`src/rtl/mem_arbiter_if.sv`:
```
// Request/response bundle between the pipeline, mem_arbiter and the memory array.
// The arbiter uses the slave modport; the pipeline/memory environment uses master.
interface mem_arbiter_if #(
  parameter int unsigned AW = 16,
  parameter int unsigned DW = 16
);
  // Instruction fetch side
  logic          if_req;
  logic [AW-1:0] if_addr;
  logic          if_flush;
  logic [DW-1:0] if_rdata;
  logic          if_done;
  logic          stall_if;

  // Data side
  logic          d_rd;
  logic          d_wr;
  logic [AW-1:0] d_addr;
  logic [DW-1:0] d_wdata;
  logic [DW-1:0] d_rdata;
  logic          d_done;
  logic          stall_mem;

  // Memory side
  logic          mem_en;
  logic          mem_wr;
  logic [AW-1:0] mem_addr;
  logic [DW-1:0] mem_wdata;
  logic [DW-1:0] mem_rdata;

  // Status
  logic          busy;
  logic          err;

  modport slave (
    input  if_req, if_addr, if_flush,
    input  d_rd, d_wr, d_addr, d_wdata,
    input  mem_rdata,
    output if_rdata, if_done, stall_if,
    output d_rdata, d_done, stall_mem,
    output mem_en, mem_wr, mem_addr, mem_wdata,
    output busy, err
  );

  modport master (
    output if_req, if_addr, if_flush,
    output d_rd, d_wr, d_addr, d_wdata,
    output mem_rdata,
    input  if_rdata, if_done, stall_if,
    input  d_rdata, d_done, stall_mem,
    input  mem_en, mem_wr, mem_addr, mem_wdata,
    input  busy, err
  );
endinterface

```
`src/rtl/mem_arbiter.sv`:
```
// Single-port memory arbiter between instruction fetch and data access (IDLE->ACCESS->DONE).
// Define MEM_ARB_RR_EN for round-robin arbitration; otherwise data has fixed priority.
module mem_arbiter #(
  parameter int unsigned MEM_LAT = 2,
  parameter int unsigned AW      = 16,
  parameter int unsigned DW      = 16
) (
  input logic          clk,
  input logic          rst,
  mem_arbiter_if.slave bus
);

  localparam int unsigned    CntW    = (MEM_LAT > 1) ? $clog2(MEM_LAT) : 1;
  localparam logic [CntW-1:0] CntLoad = CntW'(MEM_LAT - 1);

  typedef enum logic [1:0] {
    StIdle   = 2'd0,
    StAccess = 2'd1,
    StDone   = 2'd2
  } state_e;

  state_e          state_q, state_d;
  logic [CntW-1:0] cnt_q, cnt_d;
  logic            port_data_q, port_data_d;
  logic [AW-1:0]   addr_q, addr_d;
  logic [DW-1:0]   wdata_q, wdata_d;
  logic            wr_q, wr_d;
  logic [DW-1:0]   fetch_buf_q, fetch_buf_d;
  logic            flush_q, flush_d;
  logic [DW-1:0]   if_rdata_q, if_rdata_d;
  logic [DW-1:0]   d_rdata_q, d_rdata_d;
  logic            err_q, err_d;

  logic            d_req;
  logic            grant_any;
  logic            grant_data;
  logic            fetch_ok;
  logic            d_done;
  logic            if_done;

  assign d_req     = bus.d_rd | bus.d_wr;
  assign grant_any = d_req | bus.if_req;

`ifdef MEM_ARB_RR_EN
  // last_data_q: 1 when the most recent grant went to the data port.
  logic last_data_q, last_data_d;

  assign grant_data = d_req & ~(bus.if_req & last_data_q);

  always_comb begin
    last_data_d = last_data_q;
    if (state_q == StIdle && grant_any) begin
      last_data_d = grant_data;
    end
  end

  always_ff @(posedge clk or negedge rst) begin
    if (!rst) begin
      last_data_q <= 1'b1;
    end else begin
      last_data_q <= last_data_d;
    end
  end
`else
  assign grant_data = d_req;
`endif

  // State register
  always_ff @(posedge clk or negedge rst) begin
    if (!rst) begin
      state_q <= StIdle;
    end else begin
      state_q <= state_d;
    end
  end

  // Next-state logic
  always_comb begin
    state_d = state_q;
    unique case (state_q)
      StIdle:   if (grant_any) state_d = StAccess;
      StAccess: if (cnt_q == '0) state_d = StDone;
      StDone:   state_d = StIdle;
      default:  state_d = StIdle;
    endcase
  end

  // A flush seen in any ACCESS cycle, or live during DONE, cancels the fetch result.
  assign fetch_ok = (state_q == StDone) & ~port_data_q & ~flush_q & ~bus.if_flush;

  // Datapath next-state
  always_comb begin
    cnt_d       = cnt_q;
    port_data_d = port_data_q;
    addr_d      = addr_q;
    wdata_d     = wdata_q;
    wr_d        = wr_q;
    fetch_buf_d = fetch_buf_q;
    flush_d     = flush_q;
    if_rdata_d  = if_rdata_q;
    d_rdata_d   = d_rdata_q;
    err_d       = err_q;
    unique case (state_q)
      StIdle: begin
        if (grant_any) begin
          port_data_d = grant_data;
          addr_d      = grant_data ? bus.d_addr : bus.if_addr;
          wdata_d     = grant_data ? bus.d_wdata : '0;
          // Simultaneous read and write resolves to a write and flags the error.
          wr_d        = grant_data & bus.d_wr;
          err_d       = err_q | (grant_data & bus.d_rd & bus.d_wr);
          cnt_d       = CntLoad;
          flush_d     = 1'b0;
        end
      end
      StAccess: begin
        flush_d = flush_q | (~port_data_q & bus.if_flush);
        if (cnt_q == '0) begin
          if (!wr_q) begin
            if (port_data_q) begin
              d_rdata_d = bus.mem_rdata;
            end else begin
              fetch_buf_d = bus.mem_rdata;
            end
          end
        end else begin
          cnt_d = cnt_q - 1'b1;
        end
      end
      StDone: begin
        if (fetch_ok) begin
          if_rdata_d = fetch_buf_q;
        end
      end
      default: ;
    endcase
  end

  always_ff @(posedge clk or negedge rst) begin
    if (!rst) begin
      cnt_q       <= '0;
      port_data_q <= 1'b0;
      addr_q      <= '0;
      wdata_q     <= '0;
      wr_q        <= 1'b0;
      fetch_buf_q <= '0;
      flush_q     <= 1'b0;
      if_rdata_q  <= '0;
      d_rdata_q   <= '0;
      err_q       <= 1'b0;
    end else begin
      cnt_q       <= cnt_d;
      port_data_q <= port_data_d;
      addr_q      <= addr_d;
      wdata_q     <= wdata_d;
      wr_q        <= wr_d;
      fetch_buf_q <= fetch_buf_d;
      flush_q     <= flush_d;
      if_rdata_q  <= if_rdata_d;
      d_rdata_q   <= d_rdata_d;
      err_q       <= err_d;
    end
  end

  // Output logic
  always_comb begin
    d_done         = (state_q == StDone) & port_data_q;
    if_done        = fetch_ok;
    bus.d_done     = d_done;
    bus.if_done    = if_done;
    bus.mem_en     = (state_q == StAccess);
    bus.mem_wr     = (state_q == StAccess) & wr_q;
    bus.mem_addr   = addr_q;
    bus.mem_wdata  = wdata_q;
    bus.busy       = (state_q != StIdle);
    bus.err        = err_q;
    bus.d_rdata    = d_rdata_q;
    // Fetched word is presented alongside if_done, then held in if_rdata_q.
    bus.if_rdata   = fetch_ok ? fetch_buf_q : if_rdata_q;
    bus.stall_mem  = d_req & ~d_done;
    bus.stall_if   = bus.if_req & ~if_done;
  end

endmodule
```
`src/flat_wrapper.sv`:
```
// flat-port wrapper written by rule: the top's interface ports become plain ports
module mem_arbiter_flat 
#(
  parameter int unsigned MEM_LAT = 2,
  parameter int unsigned AW      = 16,
  parameter int unsigned DW      = 16
)
  (clk, rst, bus_if_req, bus_if_addr, bus_if_flush, bus_d_rd, bus_d_wr, bus_d_addr, bus_d_wdata, bus_mem_rdata, bus_if_rdata, bus_if_done, bus_stall_if, bus_d_rdata, bus_d_done, bus_stall_mem, bus_mem_en, bus_mem_wr, bus_mem_addr, bus_mem_wdata, bus_busy, bus_err);
  mem_arbiter_if #(.AW(AW), .DW(DW)) bus_i ();
  input logic clk;
  input logic rst;
  input wire logic [$bits(bus_i.if_req)-1:0] bus_if_req;
  input wire logic [$bits(bus_i.if_addr)-1:0] bus_if_addr;
  input wire logic [$bits(bus_i.if_flush)-1:0] bus_if_flush;
  input wire logic [$bits(bus_i.d_rd)-1:0] bus_d_rd;
  input wire logic [$bits(bus_i.d_wr)-1:0] bus_d_wr;
  input wire logic [$bits(bus_i.d_addr)-1:0] bus_d_addr;
  input wire logic [$bits(bus_i.d_wdata)-1:0] bus_d_wdata;
  input wire logic [$bits(bus_i.mem_rdata)-1:0] bus_mem_rdata;
  output wire logic [$bits(bus_i.if_rdata)-1:0] bus_if_rdata;
  output wire logic [$bits(bus_i.if_done)-1:0] bus_if_done;
  output wire logic [$bits(bus_i.stall_if)-1:0] bus_stall_if;
  output wire logic [$bits(bus_i.d_rdata)-1:0] bus_d_rdata;
  output wire logic [$bits(bus_i.d_done)-1:0] bus_d_done;
  output wire logic [$bits(bus_i.stall_mem)-1:0] bus_stall_mem;
  output wire logic [$bits(bus_i.mem_en)-1:0] bus_mem_en;
  output wire logic [$bits(bus_i.mem_wr)-1:0] bus_mem_wr;
  output wire logic [$bits(bus_i.mem_addr)-1:0] bus_mem_addr;
  output wire logic [$bits(bus_i.mem_wdata)-1:0] bus_mem_wdata;
  output wire logic [$bits(bus_i.busy)-1:0] bus_busy;
  output wire logic [$bits(bus_i.err)-1:0] bus_err;
  assign bus_i.if_req = bus_if_req;
  assign bus_i.if_addr = bus_if_addr;
  assign bus_i.if_flush = bus_if_flush;
  assign bus_i.d_rd = bus_d_rd;
  assign bus_i.d_wr = bus_d_wr;
  assign bus_i.d_addr = bus_d_addr;
  assign bus_i.d_wdata = bus_d_wdata;
  assign bus_i.mem_rdata = bus_mem_rdata;
  assign bus_if_rdata = bus_i.if_rdata;
  assign bus_if_done = bus_i.if_done;
  assign bus_stall_if = bus_i.stall_if;
  assign bus_d_rdata = bus_i.d_rdata;
  assign bus_d_done = bus_i.d_done;
  assign bus_stall_mem = bus_i.stall_mem;
  assign bus_mem_en = bus_i.mem_en;
  assign bus_mem_wr = bus_i.mem_wr;
  assign bus_mem_addr = bus_i.mem_addr;
  assign bus_mem_wdata = bus_i.mem_wdata;
  assign bus_busy = bus_i.busy;
  assign bus_err = bus_i.err;
  mem_arbiter #(.MEM_LAT(MEM_LAT), .AW(AW), .DW(DW)) u_core (.clk(clk), .rst(rst), .bus(bus_i));
endmodule
```
`config.mk`:
```
export PLATFORM = sky130hd
export DESIGN_NAME = mem_arbiter_flat
export DESIGN_NICKNAME = d
export VERILOG_FILES = /design/src/rtl/mem_arbiter_if.sv /design/src/rtl/mem_arbiter.sv /design/src/flat_wrapper.sv
export SDC_FILE = /design/constraint.sdc
export NUM_CORES = 1
export LEC_CHECK = 0
export CAP_MARGIN = 20
export CORE_ASPECT_RATIO = 1.2
export CORE_MARGIN = 10
export CORE_UTILIZATION = 47
export CTS_CLUSTER_SIZE = 28
export DETAILED_ROUTE_END_ITERATION = 6
export GPL_ROUTABILITY_DRIVEN = 0
export HOLD_SLACK_MARGIN = 0.06
export PLACE_DENSITY = 0.9
export SETUP_SLACK_MARGIN = 0.1
export SYNTH_ARGS = -nofsm -noshare
export SYNTH_HDL_FRONTEND = slang
export SYNTH_SLANG_ARGS = --single-unit
```
`constraint.sdc`:
```
create_clock -name clk -period 4 [get_ports clk]
set_clock_uncertainty 0.1 [all_clocks]
set_input_delay 0.4 -clock clk [delete_from_list [all_inputs] [get_ports clk]]
set_output_delay 0.4 -clock clk [all_outputs]
set_load 0.1 [all_outputs]
```
* Word-level counts from Yosys, hierarchy flattened
Cells that the tools add are included.
** Storage, ports and cells
- Register bits after elaboration :: 87
- Output and inout port bits :: 72
- Input bits :: 70
- Word-level logic and storage cells :: 57
** Cells by class
- Add/subtract/negate cells :: 1
- Reductions and logical operators :: 8
- Equality and inequality tests :: 4
- Muxes and demuxes :: 11
- Bitwise gates (word level) :: 22
** Operators with widths (count)
- 16-bit 2-to-1 mux :: 3
- 1-bit bitwise AND :: 11
- 4-bit AND reduction :: 2
- 1-bit NOT :: 7
- 2-bit AND reduction :: 3
- 2-bit 2-to-1 mux :: 2
- 1-bit bitwise OR :: 4
- 1-bit case mux with 2 select lines :: 2
- 2-bit case mux with 2 select lines :: 1
- 2-bit nonzero test :: 2
- 1-bit 2-to-1 mux :: 3
- 2-bit by 1-bit == test with 1-bit output, second input constant :: 1
- 2-bit == test, second input constant :: 1
- 2-bit logical NOT :: 1
- 2-bit by 1-bit inequality test with 1-bit output, second input constant :: 1
- 2-bit inequality test, second input constant :: 1
- 1-bit subtractor, second input constant :: 1

* Depth between registers and ports, before layout
- Word-level depth :: 6
- Gate-level depth with buffers :: 5
- Gate-level depth less buffers :: 4

* Worst setup path before layout
Ideal clock, no wire load.
- Path type :: register to output
- From :: register u_core.state_q[0]
- To :: output bus_stall_mem
- Stages on the path, launching flop included :: 4
- Path buffers :: 0
- Path slack :: 716 ps
- Required time :: 3500 ps
- Arrival :: 2784 ps
- Cell sequence :: dfrtp_1 nand2b_1 nor2_1 nor2_1
** On the way
- Cells in the longest elaborated chain, start to end :: 4
** RTL lines
- from (decl) :: RTL line mem_arbiter.sv:22 : state_e state_q, state_d;
- from (signal assigned) :: RTL line mem_arbiter.sv:71 : state_q <= StIdle;
- from (signal assigned) :: RTL line mem_arbiter.sv:73 : state_q <= state_d;
- 2-bit == test :: RTL line mem_arbiter.sv:167 : d_done = (state_q == StDone) & port_data_q;
- 1-bit bitwise AND :: RTL line mem_arbiter.sv:167
- named net bus_d_done :: RTL line flat_wrapper.sv:24 : output wire logic [$bits(bus_i.d_done)-1:0] bus_d_done;
- 1-bit NOT :: RTL line mem_arbiter.sv:180 : bus.stall_mem = d_req & ~d_done;
- 1-bit bitwise AND :: RTL line mem_arbiter.sv:180
- to (decl) :: RTL line flat_wrapper.sv:25 : output wire logic [$bits(bus_i.stall_mem)-1:0] bus_stall_mem;
The timed path passes the listed nets, and every way through them passes these cells.

* Worst setup path after layout
- From :: register u_core.state_q[1]
- To :: output bus_mem_wr
** On the way
- Cells in the longest elaborated chain, start to end :: 2
** RTL lines
- 2-bit by 1-bit == test with 1-bit output :: RTL line mem_arbiter.sv:172 : bus.mem_wr = (state_q == StAccess) & wr_q;
- 1-bit bitwise AND :: RTL line mem_arbiter.sv:172
- to (decl) :: RTL line flat_wrapper.sv:27 : output wire logic [$bits(bus_i.mem_wr)-1:0] bus_mem_wr;
Every way passes these cells.

==> flow_summary.yaml <==
routing:
  vias: 2519
  first_pass_iters: 6
  via_per_inst: 5.215
  drcViolationCount: 0
  routed_wl_um: 9480
  drt_iter0_markers: 82
  drtAntennaViolNets: 0
  wire_per_inst_um: 19.63
synthesis:
  postSynthAreaPerCell_um2: 15.51
  yosys_most_used_dff: "dfrtp_1"
  synth_compound_area_frac: 0.04821
  synthMuxAreaShare: 0.3087
  yosysWarnings: 0
  synth_top_family_by_area: "multiplexers"
  synth-edff-count: 0
  syn_inst: 236
  syn_nets: 306
  synth_fa_ha_area_frac: 0
  synth-simple-area-share: 0.02803
  ys_types: 24
  synth_area_mm2: 0.003660
  synth-seq-area-share: 0.5949
  synth-xor-area-share: 0
  synth-seq-cells: 87
  synth-async-reset-ratio: 1.000
timing:
  maxSlewHeadroom: 0.3097
  finalSetupTns_ns: 0
  slew_violations: 0
  min_period_ns: 2.927
  worst_hold_slack_ns: 0.3205
  tightest_slew_ns: 1.032
  final-hold-violation-count: 0
  setup_viol: 0
  rsz0062_at_grt: "no"
  period_share: 0.7318
  max_freq_mhz: 341.6
status:
  status: "complete, no violations"
setup_path:
  cpPeakStageDelay_ns: 1.14
  required_ns: 3.50
  path_cells: "nand2b_1 > inv_1 > and2_1 > clkdlybuf4s50_1"
  critPathKind: "reg -> out"
  critPathCaptureType: "output port"
  cp-start-kind: "flip-flop"
  cp_slowest_cell: "clkdlybuf4s50_1"
  arrival_ns: 2.43
  worstPathMaxFanout: 5
floorplanning:
  dieHeight_um: 116.7
  initial_core_util: 0.4803
  row_count: 35
  io_pins: 142
  die_w_um: 100.6
  core-area_mm2: 0.007620
  die_area_mm2: 0.01173
placed_design:
  dp_hpwl_um: 6972
  portBuffers: 141
clock_network:
  cts_buffers: 9
  clk_latency_ns: 0.35
  cts_resized: 0
  tritoncts: "done"
  clock-root-buffer: "clkbuf_8"
  cts_sinks: 87
  clockBufferDepth: 2
  htree_levels: 3
  cts.reportedPaths.clkPinSlew_ns: 0.10
  post_cts_buffers: 0
  ctsHoldBuffers: 0
global_routing:
  grt_max_degree: 88
  globalRouteTotalUtil: 0.1619
  grt_pass1_wl_um: 15030
  grt_pass1_vias: 2896
  grt_overflow: 0
  antenna_found_initial: 0
final_layout:
  num-nets-final: 456
  antennaDiodeCount: 0
  layout-drive-gt1-share: 0.3708
  syn_to_final_growth_pct: 47.97
  finish.utilization: 0.7107
hold_path:
  hold_path.class: "in -> async"
run:
  drv_cap: 0
[state kept, by name (all words and copies together) (netlist names)]
signal / count
u_core.bus.d_rdata: 16
u_core.bus.err: 1
u_core.bus.mem_addr: 16
u_core.bus.mem_wdata: 16
u_core.cnt_q: 1
u_core.fetch_buf_q: 16
u_core.flush_q: 1
u_core.if_rdata_q: 16
u_core.port_data_q: 1
u_core.state_q: 2
u_core.wr_q: 1
[worst paths after layout]
kind / from / to / slack [ns] / cells past startpoint
worst min-delay path: rst / u_core.bus.mem_addr[11]$_DFFE_PN0P_ / 0.32 / 2
max in group asynchronous: rst / u_core.fetch_buf_q[0]$_DFFE_PN0P_ / 2.85 / 3
worst max-delay path: u_core.state_q[1]$_DFFE_PN0P_ / bus_mem_wr / 1.07 / 4
worst max register to register: u_core.port_data_q$_DFFE_PN0P_ / u_core.bus.d_rdata[13]$_DFFE_PN0P_ / 1.76 / 3
min in group clk: u_core.bus.err$_DFFE_PN0P_ / u_core.bus.err$_DFFE_PN0P_ / 0.40 / 1
worst min register to register: u_core.bus.err$_DFFE_PN0P_ / u_core.bus.err$_DFFE_PN0P_ / 0.40 / 1
[cell usage after synthesis, types with 2 or more instances]
cell      number  share of area
nor4_2         2         0.0068
inv_1          2         0.0021
mux2_2        85           0.26
buf_2          8          0.011
a22o_1        16          0.038
mux2_4        10          0.041
dfrtp_1       87           0.59
nor2_1         5         0.0051
nand2_1        4         0.0041
mux2_1         2         0.0062
nand2b_1       2         0.0034
[cells by family after synthesis]
kind of cell	after synthesis
buffers and inverters	14
flip-flops	87
AND/OR/NAND/NOR	18
AO/OA/AOI/OAI	20
multiplexers	97
[worst max-delay path: cells and delay by family (launching register included)]
family                 cells  cell delay, ns
DFF                        1            0.41
buffers and inverters      2            1.29
and+or+nand+nor            2            0.38
[final cells by class]
type | instances | area (um2)
Fill cell | 513 | 2205
Sequential cell | 87 | 2177
Timing Repair Buffer | 150 | 1471
Multi-Input combinational cell | 135 | 1435
Clock buffer | 9 | 123.9
Tap cell | 92 | 115.1
Clock inverter | 7 | 81.33
Inverter | 3 | 11.26
[layer usage]
metal / vias up / GRT usage / wire [um]
li1: 1161 / - / -
met1: 1246 / 0.1738 / 3606
met5: - / 0 / 0
met4: 0 / 0.05566 / 112
met3: 10 / 0.08343 / 1014
met2: 102 / 0.2687 / 4747
[cells in the final DEF (no fill, tap or decap)]
master and n:
a31o_2 1, a32o_1 1, inv_2 1, inv_1 2
nor3_1 1, a21oi_1 1, dfrtp_1 87, nor2_1 5
clkinvlp_4 1, buf_4 26, or4_1 1, buf_16 2
clkbuf_8 9, inv_6 2, mux2_2 85, dlygate4sd3_1 1
mux2_1 2, nand2b_1 2, o31ai_4 1, and2_1 1
nor4_4 2, a22o_1 16, nor2b_1 1, clkinv_4 3
or2_2 1, mux2_4 10, clkdlybuf4s50_1 121, bufinv_16 1
nand2_1 4
[through the flow]
| stage | setup slack [ns] | area (um2) | instances |
|---|---|---|---|
| finish | 1.073 | 5415 | 483 |
| global route | 0.9567 | 5415 | 483 |
| CTS | 1.045 | 5350 | 480 |
| detailed placement | 1.414 | 5145 | 464 |
| global placement | 1.426 | 5145 | 464 |
| floorplan | 0.7155 | 3660 | 236 |
Power is left out: the tool's default activity adds up to more than one toggle a clock period on the data nets, which glitch-free logic cannot reach.
